File: config.mk
export PLATFORM = sky130hd
export DESIGN_NAME = exec_unit_pipe
export DESIGN_NICKNAME = d
export VERILOG_FILES = /design/src/rtl/exec_unit_pipe.sv
export SDC_FILE = /design/constraint.sdc
export NUM_CORES = 1
export LEC_CHECK = 0
export CAP_MARGIN = 20
export CORE_MARGIN = 8
export CORE_UTILIZATION = 46
export DETAILED_ROUTE_END_ITERATION = 12
export HOLD_SLACK_MARGIN = 0.12
export MAX_ROUTING_LAYER = met4
export PLACE_DENSITY_LB_ADDON = 0.25
export SLEW_MARGIN = 20
export SYNTH_ARGS = -nofsm -noshare
export SYNTH_HDL_FRONTEND = slang
export SYNTH_SLANG_ARGS = --single-unit
File: constraint.sdc
create_clock -name clk -period 3.9 [get_ports clk]
set_input_delay 0.585 -clock clk [delete_from_list [all_inputs] [get_ports clk]]
set_output_delay 0.585 -clock clk [all_outputs]
set_load 0.005 [all_outputs]
File: src/rtl/exec_unit_pipe.sv
// Execute stage: WIDTH-bit ALU, iterative signed multiplier and branch resolution behind
// valid/ready handshakes. Define EXEC_DIV_EN to add an iterative unsigned divider (alu_func 11).
module exec_unit_pipe #(
  parameter int unsigned WIDTH = 32,
  parameter int unsigned AW    = 32,
  localparam int unsigned SHW  = $clog2(WIDTH)
) (
  input  logic               clk,
  input  logic               reset,
  input  logic               in_valid,
  output logic               in_ready,
  input  logic [3:0]         alu_func,
  input  logic [2:0]         br_cond,
  input  logic [WIDTH-1:0]   op1,
  input  logic [WIDTH-1:0]   op2,
  input  logic [WIDTH-1:0]   imm,
  input  logic               use_imm,
  input  logic [SHW-1:0]     shamt,
  input  logic [AW-1:0]      br_target,
  output logic               out_valid,
  input  logic               out_ready,
  output logic [2*WIDTH-1:0] result,
  output logic               zero_flag,
  output logic               br_taken,
  output logic [AW-1:0]      br_addr,
  output logic               busy
);

  localparam int unsigned CW = $clog2(WIDTH) + 1;

  localparam logic [3:0] FnAdd = 4'd0, FnSub = 4'd1, FnAnd = 4'd2, FnOr  = 4'd3,
                         FnXor = 4'd4, FnNor = 4'd5, FnSll = 4'd6, FnSrl = 4'd7,
                         FnSra = 4'd8, FnSlt = 4'd9, FnMul = 4'd10;
`ifdef EXEC_DIV_EN
  localparam logic [3:0] FnDiv = 4'd11;
`endif
  localparam logic [2:0] BrEq = 3'd1, BrNeq = 3'd2, BrGtz = 3'd3, BrLez = 3'd4;

  typedef enum logic [1:0] {
    StIdle = 2'd0,
    StMult = 2'd1,
    StDone = 2'd2
`ifdef EXEC_DIV_EN
    , StDiv = 2'd3
`endif
  } state_e;

  state_e             state_q, state_d;
  logic [CW-1:0]      cnt_q, cnt_d;
  logic [WIDTH-1:0]   hi_q, hi_d, lo_q, lo_d, b_q, b_d;
  logic               neg_q, neg_d;
  logic               out_valid_q, out_valid_d;
  logic [2*WIDTH-1:0] result_q, result_d;
  logic               zero_q, zero_d, load_res;
  logic               br_taken_q, br_taken_d;
  logic [AW-1:0]      br_addr_q, br_addr_d;

  logic [WIDTH-1:0]   b_opnd, alu_res, a_mag, b_mag;
  logic               br_hit, accept;
  logic [WIDTH:0]     mul_sum;
  logic [2*WIDTH-1:0] mul_prod, mul_final;

  assign b_opnd = use_imm ? imm : op2;
  assign in_ready = (state_q == StIdle) && (!out_valid_q || out_ready);
  assign accept = in_valid && in_ready;

  always_comb begin
    alu_res = '0;
    case (alu_func)
      FnAdd:   alu_res = op1 + b_opnd;
      FnSub:   alu_res = op1 - b_opnd;
      FnAnd:   alu_res = op1 & b_opnd;
      FnOr:    alu_res = op1 | b_opnd;
      FnXor:   alu_res = op1 ^ b_opnd;
      FnNor:   alu_res = ~(op1 | b_opnd);
      FnSll:   alu_res = b_opnd << shamt;
      FnSrl:   alu_res = b_opnd >> shamt;
      FnSra:   alu_res = $signed(b_opnd) >>> shamt;
      FnSlt:   alu_res = {{(WIDTH-1){1'b0}}, $signed(op1) < $signed(b_opnd)};
      default: alu_res = '0;
    endcase
  end

  // Branch compare always uses op2, never the immediate.
  always_comb begin
    br_hit = 1'b0;
    case (br_cond)
      BrEq:    br_hit = (op1 == op2);
      BrNeq:   br_hit = (op1 != op2);
      BrGtz:   br_hit = !op1[WIDTH-1] && (op1 != '0);
      BrLez:   br_hit = op1[WIDTH-1] || (op1 == '0);
      default: br_hit = 1'b0;
    endcase
  end

  // Multiply on magnitudes with a right-shifting {hi, lo} product; sign fixed up at the end.
  assign a_mag     = op1[WIDTH-1] ? -op1 : op1;
  assign b_mag     = b_opnd[WIDTH-1] ? -b_opnd : b_opnd;
  assign mul_sum   = {1'b0, hi_q} + ({1'b0, b_q} & {(WIDTH+1){lo_q[0]}});
  assign mul_prod  = {hi_q, lo_q};
  assign mul_final = neg_q ? -mul_prod : mul_prod;

`ifdef EXEC_DIV_EN
  // Restoring divide: hi holds the partial remainder, lo shifts dividend out / quotient in.
  logic [WIDTH:0]   div_sh;
  logic             div_ge;
  logic [WIDTH-1:0] div_rem;
  assign div_sh  = {hi_q, lo_q[WIDTH-1]};
  assign div_ge  = div_sh >= {1'b0, b_q};
  assign div_rem = div_ge ? WIDTH'(div_sh - {1'b0, b_q}) : div_sh[WIDTH-1:0];
`endif

  always_comb begin
    state_d     = state_q;
    cnt_d       = cnt_q;
    hi_d        = hi_q;
    lo_d        = lo_q;
    b_d         = b_q;
    neg_d       = neg_q;
    out_valid_d = out_valid_q;
    result_d    = result_q;
    load_res    = 1'b0;
    br_taken_d  = br_taken_q;
    br_addr_d   = br_addr_q;
    case (state_q)
      StIdle: begin
        if (out_valid_q && out_ready) out_valid_d = 1'b0;
        if (accept) begin
          br_taken_d = br_hit;
          br_addr_d  = br_hit ? br_target : '0;
          if (alu_func == FnMul) begin
            state_d     = StMult;
            cnt_d       = '0;
            hi_d        = '0;
            lo_d        = a_mag;
            b_d         = b_mag;
            neg_d       = op1[WIDTH-1] ^ b_opnd[WIDTH-1];
            out_valid_d = 1'b0;
`ifdef EXEC_DIV_EN
          end else if (alu_func == FnDiv) begin
            state_d     = StDiv;
            cnt_d       = '0;
            hi_d        = '0;
            lo_d        = op1;
            b_d         = b_opnd;
            out_valid_d = 1'b0;
`endif
          end else begin
            out_valid_d = 1'b1;
            result_d    = {{WIDTH{1'b0}}, alu_res};
            load_res    = 1'b1;
          end
        end
      end
      StMult: begin
        if (cnt_q == CW'(WIDTH)) begin
          state_d     = StDone;
          out_valid_d = 1'b1;
          result_d    = mul_final;
          load_res    = 1'b1;
        end else begin
          hi_d  = mul_sum[WIDTH:1];
          lo_d  = {mul_sum[0], lo_q[WIDTH-1:1]};
          cnt_d = cnt_q + 1'b1;
        end
      end
`ifdef EXEC_DIV_EN
      StDiv: begin
        if (cnt_q == CW'(WIDTH)) begin
          state_d     = StDone;
          out_valid_d = 1'b1;
          result_d    = {hi_q, lo_q};
          load_res    = 1'b1;
        end else begin
          hi_d  = div_rem;
          lo_d  = {lo_q[WIDTH-2:0], div_ge};
          cnt_d = cnt_q + 1'b1;
        end
      end
`endif
      StDone: begin
        if (out_ready) begin
          state_d     = StIdle;
          out_valid_d = 1'b0;
        end
      end
      default: state_d = StIdle;
    endcase
    zero_d = load_res ? (result_d == '0) : zero_q;
  end

  always_ff @(posedge clk or negedge reset) begin
    if (!reset) begin
      state_q     <= StIdle;
      cnt_q       <= '0;
      hi_q        <= '0;
      lo_q        <= '0;
      b_q         <= '0;
      neg_q       <= 1'b0;
      out_valid_q <= 1'b0;
      result_q    <= '0;
      zero_q      <= 1'b0;
      br_taken_q  <= 1'b0;
      br_addr_q   <= '0;
    end else begin
      state_q     <= state_d;
      cnt_q       <= cnt_d;
      hi_q        <= hi_d;
      lo_q        <= lo_d;
      b_q         <= b_d;
      neg_q       <= neg_d;
      out_valid_q <= out_valid_d;
      result_q    <= result_d;
      zero_q      <= zero_d;
      br_taken_q  <= br_taken_d;
      br_addr_q   <= br_addr_d;
    end
  end

  assign out_valid = out_valid_q;
  assign result    = result_q;
  assign zero_flag = zero_q;
  assign br_taken  = br_taken_q;
  assign br_addr   = br_addr_q;
`ifdef EXEC_DIV_EN
  assign busy = (state_q == StMult) || (state_q == StDiv);
`else
  assign busy = (state_q == StMult);
`endif

endmodule

# After elaboration in Yosys (flattened, before gate mapping)
# Index checks and enable logic that the tools add are counted.
[word_totals]
elab_cells = 110
out_inout_bits = 101
register_bits = 204
in_bits = 145
[op_classes]
mux = 37
order_cmp = 1
add_sub_neg = 7
reduce_logical = 20
bitwise_logic = 6
shifts = 3
eq_ne = 25
[ops]
columns = ["operator", "count"]
rows = [
  ["2-to-1 mux 32 bit", 10],
  ["one-hot mux 32 bit (10 select lines)", 1],
  ["2-to-1 mux 64 bit", 4],
  ["one-hot mux 32 bit (2 select lines)", 2],
  ["one-hot mux 64 bit (2 select lines)", 1],
  ["zero test 64 bit", 1],
  ["negation 32 bit", 2],
  ["negation 64 bit", 1],
  ["adder 32 x 33 -> 33 bit", 1],
  ["AND 32 x 33 -> 33 bit", 1],
  ["adder 32 bit", 1],
  ["AND 32 bit", 1],
  ["== test 32 bit", 1],
  ["zero test 32 bit", 1],
  ["less-than comparator 32 bit", 1],
  ["!= test 32 bit", 1],
  ["inverter 32 bit", 1],
  ["OR 32 bit", 1],
  ["nonzero test 32 bit", 1],
  ["<< shifter 32 x 5 -> 32 bit", 1],
  ["right shift 32 x 5 -> 32 bit", 1],
  [">>> shifter 32 x 5 -> 32 bit", 1],
  ["subtractor 32 bit", 1],
  ["bitwise XOR 32 bit", 1],
  ["33 further kinds", 61],
]

# Logic depth before layout (Yosys ltp)
[logic_depth]
ltp_word = 8
mapped_depth = 22
ltp_nobuf = 17

# Worst setup path before layout
# OpenSTA, ideal clock, no wires.
[synth_timing]
path_kind = "input-to-reg"
start = "input use_imm"
end = "register zero_q, in the netlist zero_flag"
n_path_buf = 7
slack_ns = -1.293
cell_stages = 21
t_required_ns = 3.778
t_arrival_ns = 5.071
path_cell_list = "buf_6 -> buf_12 -> buf_8 -> buf_6 -> buf_6 -> buf_6 -> buf_2 -> mux2i_1 -> ha_1 -> nor2_1 -> nand3_1 -> or4_1 -> a2bb2oi_1 -> a31oi_1 -> a31oi_1 -> or3b_1 -> a21o_1 -> a222oi_1 -> nor2_1 -> nor4b_2 -> a32o_1"
[synth_via]
elab_chain_cells = 8
word_cells_on_any_way = 16
[synth_lines]
columns = ["element", "line", "rtl"]
rows = [
  ["start, declared", "17", "input logic use_imm,"],
  ["2-to-1 mux 32 bit (*)", "63", "assign b_opnd = use_imm ? imm : op2;"],
  ["branches (longest 2 deep; another with subtractor 32 bit)", "-", ""],
  ["one-hot mux 32 bit (10 select lines) (*)", "69", "case (alu_func)"],
  ["2-to-1 mux 64 bit (*)", "131", "if (alu_func == FnMul) begin"],
  ["2-to-1 mux 64 bit (*)", "128", "if (accept) begin"],
  ["one-hot mux 64 bit (2 select lines) (*)", "125", "case (state_q)"],
  ["named net result_d[29]", "53", "logic [2*WIDTH-1:0] result_q, result_d;"],
  ["zero test 64 bit (*)", "189", "zero_d = load_res ? (result_d == '0) : zero_q;"],
  ["end signal, assigned", "214", "zero_q <= zero_d;"],
  ["end, declared", "54", "logic zero_q, zero_d, load_res;"],
]
# Mark *: on every way through the listed nets, which the timed path passes.
# A chain may end at the register's enable or synchronous reset.

# Worst setup path in the final report
[layout_timing]
start = "input alu_func[3]"
end = "register zero_q, in the netlist zero_flag"
[layout_via]
elab_chain_cells = 6
word_cells_on_any_way = 19
[layout_lines]
columns = ["element", "line", "rtl"]
rows = [
  ["start, declared", "12", "input logic [3:0] alu_func,"],
  ["== test 4 bit (tied with other cells)", "69", ""],
  ["one-hot mux 32 bit (10 select lines)", "69", ""],
  ["2-to-1 mux 64 bit", "131", ""],
  ["2-to-1 mux 64 bit", "128", ""],
  ["one-hot mux 64 bit (2 select lines)", "125", ""],
  ["zero test 64 bit", "189", ""],
]
# Several ways; a longest one is shown, not always the timed one.

==> summary.txt <==
status -> finished, violations left
violated checks -> negative setup slack
Mapped Nets -> 3510
Lkg Pwr -> 18.4 nW
Worst-Margin Slew -> 0.994 ns
pwr/cell area -> 400 nW/µm²
EDFF count, synth -> 0
synth unique cells -> 120
Setup Skew -> 0.0156 ns
setup ws final -> -0.528 ns
Final Non-Filler Cells -> 5268
chip height -> 256 µm
hold crit path type -> in2async
clock sink count -> 204
later-pin clock latency in the skew report -> 0.52 ns
gr ovfl total -> 0
WS Path Type -> in2reg
fin crit share -> 114%
CORE AREA -> 57400 µm²
clock tree from TritonCTS -> done
layout cells sized above 1 -> 37.9%
Fin. Hold Viols -> 0
first-pass GRT wire length -> 221 mm
prevailing post-synth register cell -> dfrtp_1
max-slew violations -> 0
Storage cell area -> 5110 µm²
flops & latches, synth -> 204
Overall Power -> 16.2 mW
startpoint types -> primary input
Routed Antenna Nets -> 0
Top Metal Used -> met4
CP arrival -> 4.88 ns
min Tclk post-route -> 4.43 ns
DR WL/cell -> 28.7 µm
H-tree depth -> 1
synth warn -> 0
Post-Place Cell Area -> 38000 µm²
Seq/Total Area, Yosys -> 19.2%
maximum vdd ir drop -> 0.488 mV
GRT Util Overall -> 44.9%
final setup vio count -> 2
Post-Syn Instances -> 3223
Initial Utilization -> 46.3%
crit-path max FO -> 13
PortBufs -> 245
Via-to-Cell Ratio -> 6.52
Slew HR -> 33.7%
max cap viols -> 0
CTS root buf -> clkbuf_16
vias in the first global route -> 34241
FILL cells -> 4518
Inst Count DP -> 5172
Critical Path Sink Type -> register
Area Overhead vs Synth -> 52.6%
met2 wire len -> 67.8 mm
initial antenna violation count -> 5
Vias -> 34360
# nets final -> 4770
clock slew at reported path FFs -> 0.06 ns
RSZ-0062 raised after global routing -> true
post-DP HPWL -> 123 mm
CTS Buffer Depth -> 3
Design Area, Final -> 40500 µm²
Final GP Congestion -> 1.20
Die Wd -> 256 µm
IO Pins -> 246
total wire length -> 151 mm
Mapped Avg Cell Area -> 8.23 µm²
die area -> 65600 µm²
drt first pass iters -> 6
DR iter-0 viols -> 4814
maximum clock rate -> 0.226 GHz
Setup TNS Final -> -0.618 ns
CP Data Required Time -> 4.36 ns
met3 routed WL -> 15.6 mm
residual DRC count -> 0
largest net degree at the start of global routing -> 91
Num CTS Buffers -> 21
Post-synth ARST share -> 100%
Post-Synthesis Cell Area -> 26500 µm²
DRT met1 WL -> 53.9 mm
Std-Cell Rows -> 88
area of the multi-input gates -> 21100 µm²
==> final timing paths <==
check	from	end	slack [ns]	cells after the start
min reg2reg	b_q[29]$_DFFE_PN0P_	b_q[29]$_DFFE_PN0P_	0.47	2
max in group asynchronous	reset	result[8]$_DFF_PN0_	2.83	2
max reg2reg	lo_q[10]$_DFFE_PN0P_	zero_flag$_DFFE_PN0P_	-0.33	17
max	alu_func[3]	zero_flag$_DFFE_PN0P_	-0.53	18
min	reset	hi_q[18]$_DFFE_PN0P_	0.11	1
min in group clk	b_q[29]$_DFFE_PN0P_	b_q[29]$_DFFE_PN0P_	0.47	2
==> flip-flops by register name (all words and copies together), names as in the netlist <==
register   count
lo_q          32
b_q           32
br_taken       1
hi_q          32
br_addr       32
out_valid      1
zero_flag      1
cnt_q          6
result        64
neg_q          1
state_q        2
==> metal layers <==
layer / track usage (%) / vias up
met5: - / -
met4: 31.8 / 0
met3: 8.29 / 662
met2: 70.4 / 2489
met1: 51.9 / 16555
li1: - / 14654
==> metrics by stage <==
stage / util (%) / setup WS (ns) / hold slack (ns)
finish: 70.6 / -0.528 / 0.109
global route: 70.6 / -0.426 / 0.169
CTS: 70.0 / -0.201 / 0.143
detailed placement: 66.3 / -1.63 / 0.462
global placement: 66.3 / -1.63 / 0.456
floorplan: - / -0.815 / 0.289
==> synthesized netlist by cell type, types with 35 or more instances <==
cell / n / area share (%)
a211oi_1: 37 / 1.0
a21o_1: 51 / 1.4
a21oi_1: 170 / 3.2
a22o_1: 43 / 1.4
a31oi_1: 37 / 0.87
and2_1: 42 / 0.99
buf_2: 59 / 1.1
clkbuf_1: 141 / 2.0
dfrtp_1: 204 / 19
ha_1: 139 / 6.6
inv_1: 120 / 1.7
mux2_2: 43 / 1.8
mux2i_1: 97 / 3.7
mux4_2: 113 / 9.6
nand2_1: 356 / 5.0
nand2b_1: 35 / 0.83
nand3_1: 73 / 1.4
nand4_1: 35 / 0.83
nor2_1: 202 / 2.9
nor2b_1: 38 / 0.90
nor3_1: 77 / 1.5
nor4_1: 37 / 0.87
o211ai_1: 48 / 1.4
o21ai_0: 235 / 4.4
o31ai_1: 41 / 1.2
xnor2_1: 147 / 4.9
xor2_1: 44 / 1.5
==> worst max-delay path, cell delays in order <==
cell	delay, ns
clkdlybuf4s50_1	0.51
buf_4	0.21
buf_4	0.28
o21ai_1	0.29
buf_4	0.27
nand4_1	0.10
buf_4	0.18
buf_4	0.14
buf_4	0.30
a21oi_1	0.07
nand2_1	0.31
nor4b_2	0.41
buf_4	0.18
o2111ai_2	0.15
nor4_4	0.26
nand2_2	0.12
nor4b_2	0.28
a32o_1	0.20
==> report_power, final <==
group	leakage (nW)	total (mW)	internal [mW]	switching, mW
sequential	2.72	3.23	2.72	0.511
combinational	15.3	10.8	4.88	5.88
clock	0.365	2.21	1.32	0.892
==> repair_timing <==
action,in CTS,in global routing
pin swaps,75,49
gates resized for setup,256,56
setup endpoints to repair,12,8
hold buffers,0,0
gates cloned,1,0
buffers inserted,42,14
==> layout by cell type, fill, tap and decap left out, types with 31 or more instances in the layout <==
master | Yosys | layout
o211ai_1 | 48 | 48
a31oi_1 | 37 | 32
mux2i_1 | 97 | 84
or3_1 | 32 | 31
dlygate4sd2_1 | 0 | 38
xor2_1 | 44 | 44
and2_1 | 42 | 38
a22o_1 | 43 | 43
a21o_1 | 51 | 49
a211oi_1 | 37 | 32
clkdlybuf4s50_1 | 0 | 196
a21oi_1 | 170 | 157
nor2b_1 | 38 | 37
nor2_1 | 202 | 195
a22oi_1 | 34 | 32
nand2_1 | 356 | 354
ha_1 | 139 | 105
o31ai_1 | 41 | 37
nand4_1 | 35 | 35
inv_1 | 120 | 108
nor3_1 | 77 | 69
xnor2_1 | 147 | 145
mux2_2 | 43 | 42
o21ai_0 | 235 | 225
nand3_1 | 73 | 70
mux4_2 | 113 | 114
nand2b_1 | 35 | 33
dfrtp_1 | 204 | 203
buf_6 | 20 | 37
buf_4 | 6 | 1183
==> area by class of cell <==
cell class                      instances  share of cell area (%)
Antenna cell                            5                  0.0309
Clock buffer                           27                    1.43
Clock inverter                         11                   0.408
Inverter                              133                    1.23
Multi-Input combinational cell       2638                    52.0
Sequential cell                       204                    12.6
Tap cell                              765                    2.36
Timing Repair Buffer                 1485                    29.9
==> logic make-up after synthesis <==
family / count (synthesis) / synth area share [%]
simple gates: 1057 / 20.2
buf+inv: 381 / 6.43
compound gates: 986 / 25.5
xor+xnor: 191 / 6.30
fa+ha+maj: 142 / 6.78
flops: 204 / 19.2
mux: 262 / 15.6
Power figures use the tool's default switching activity.
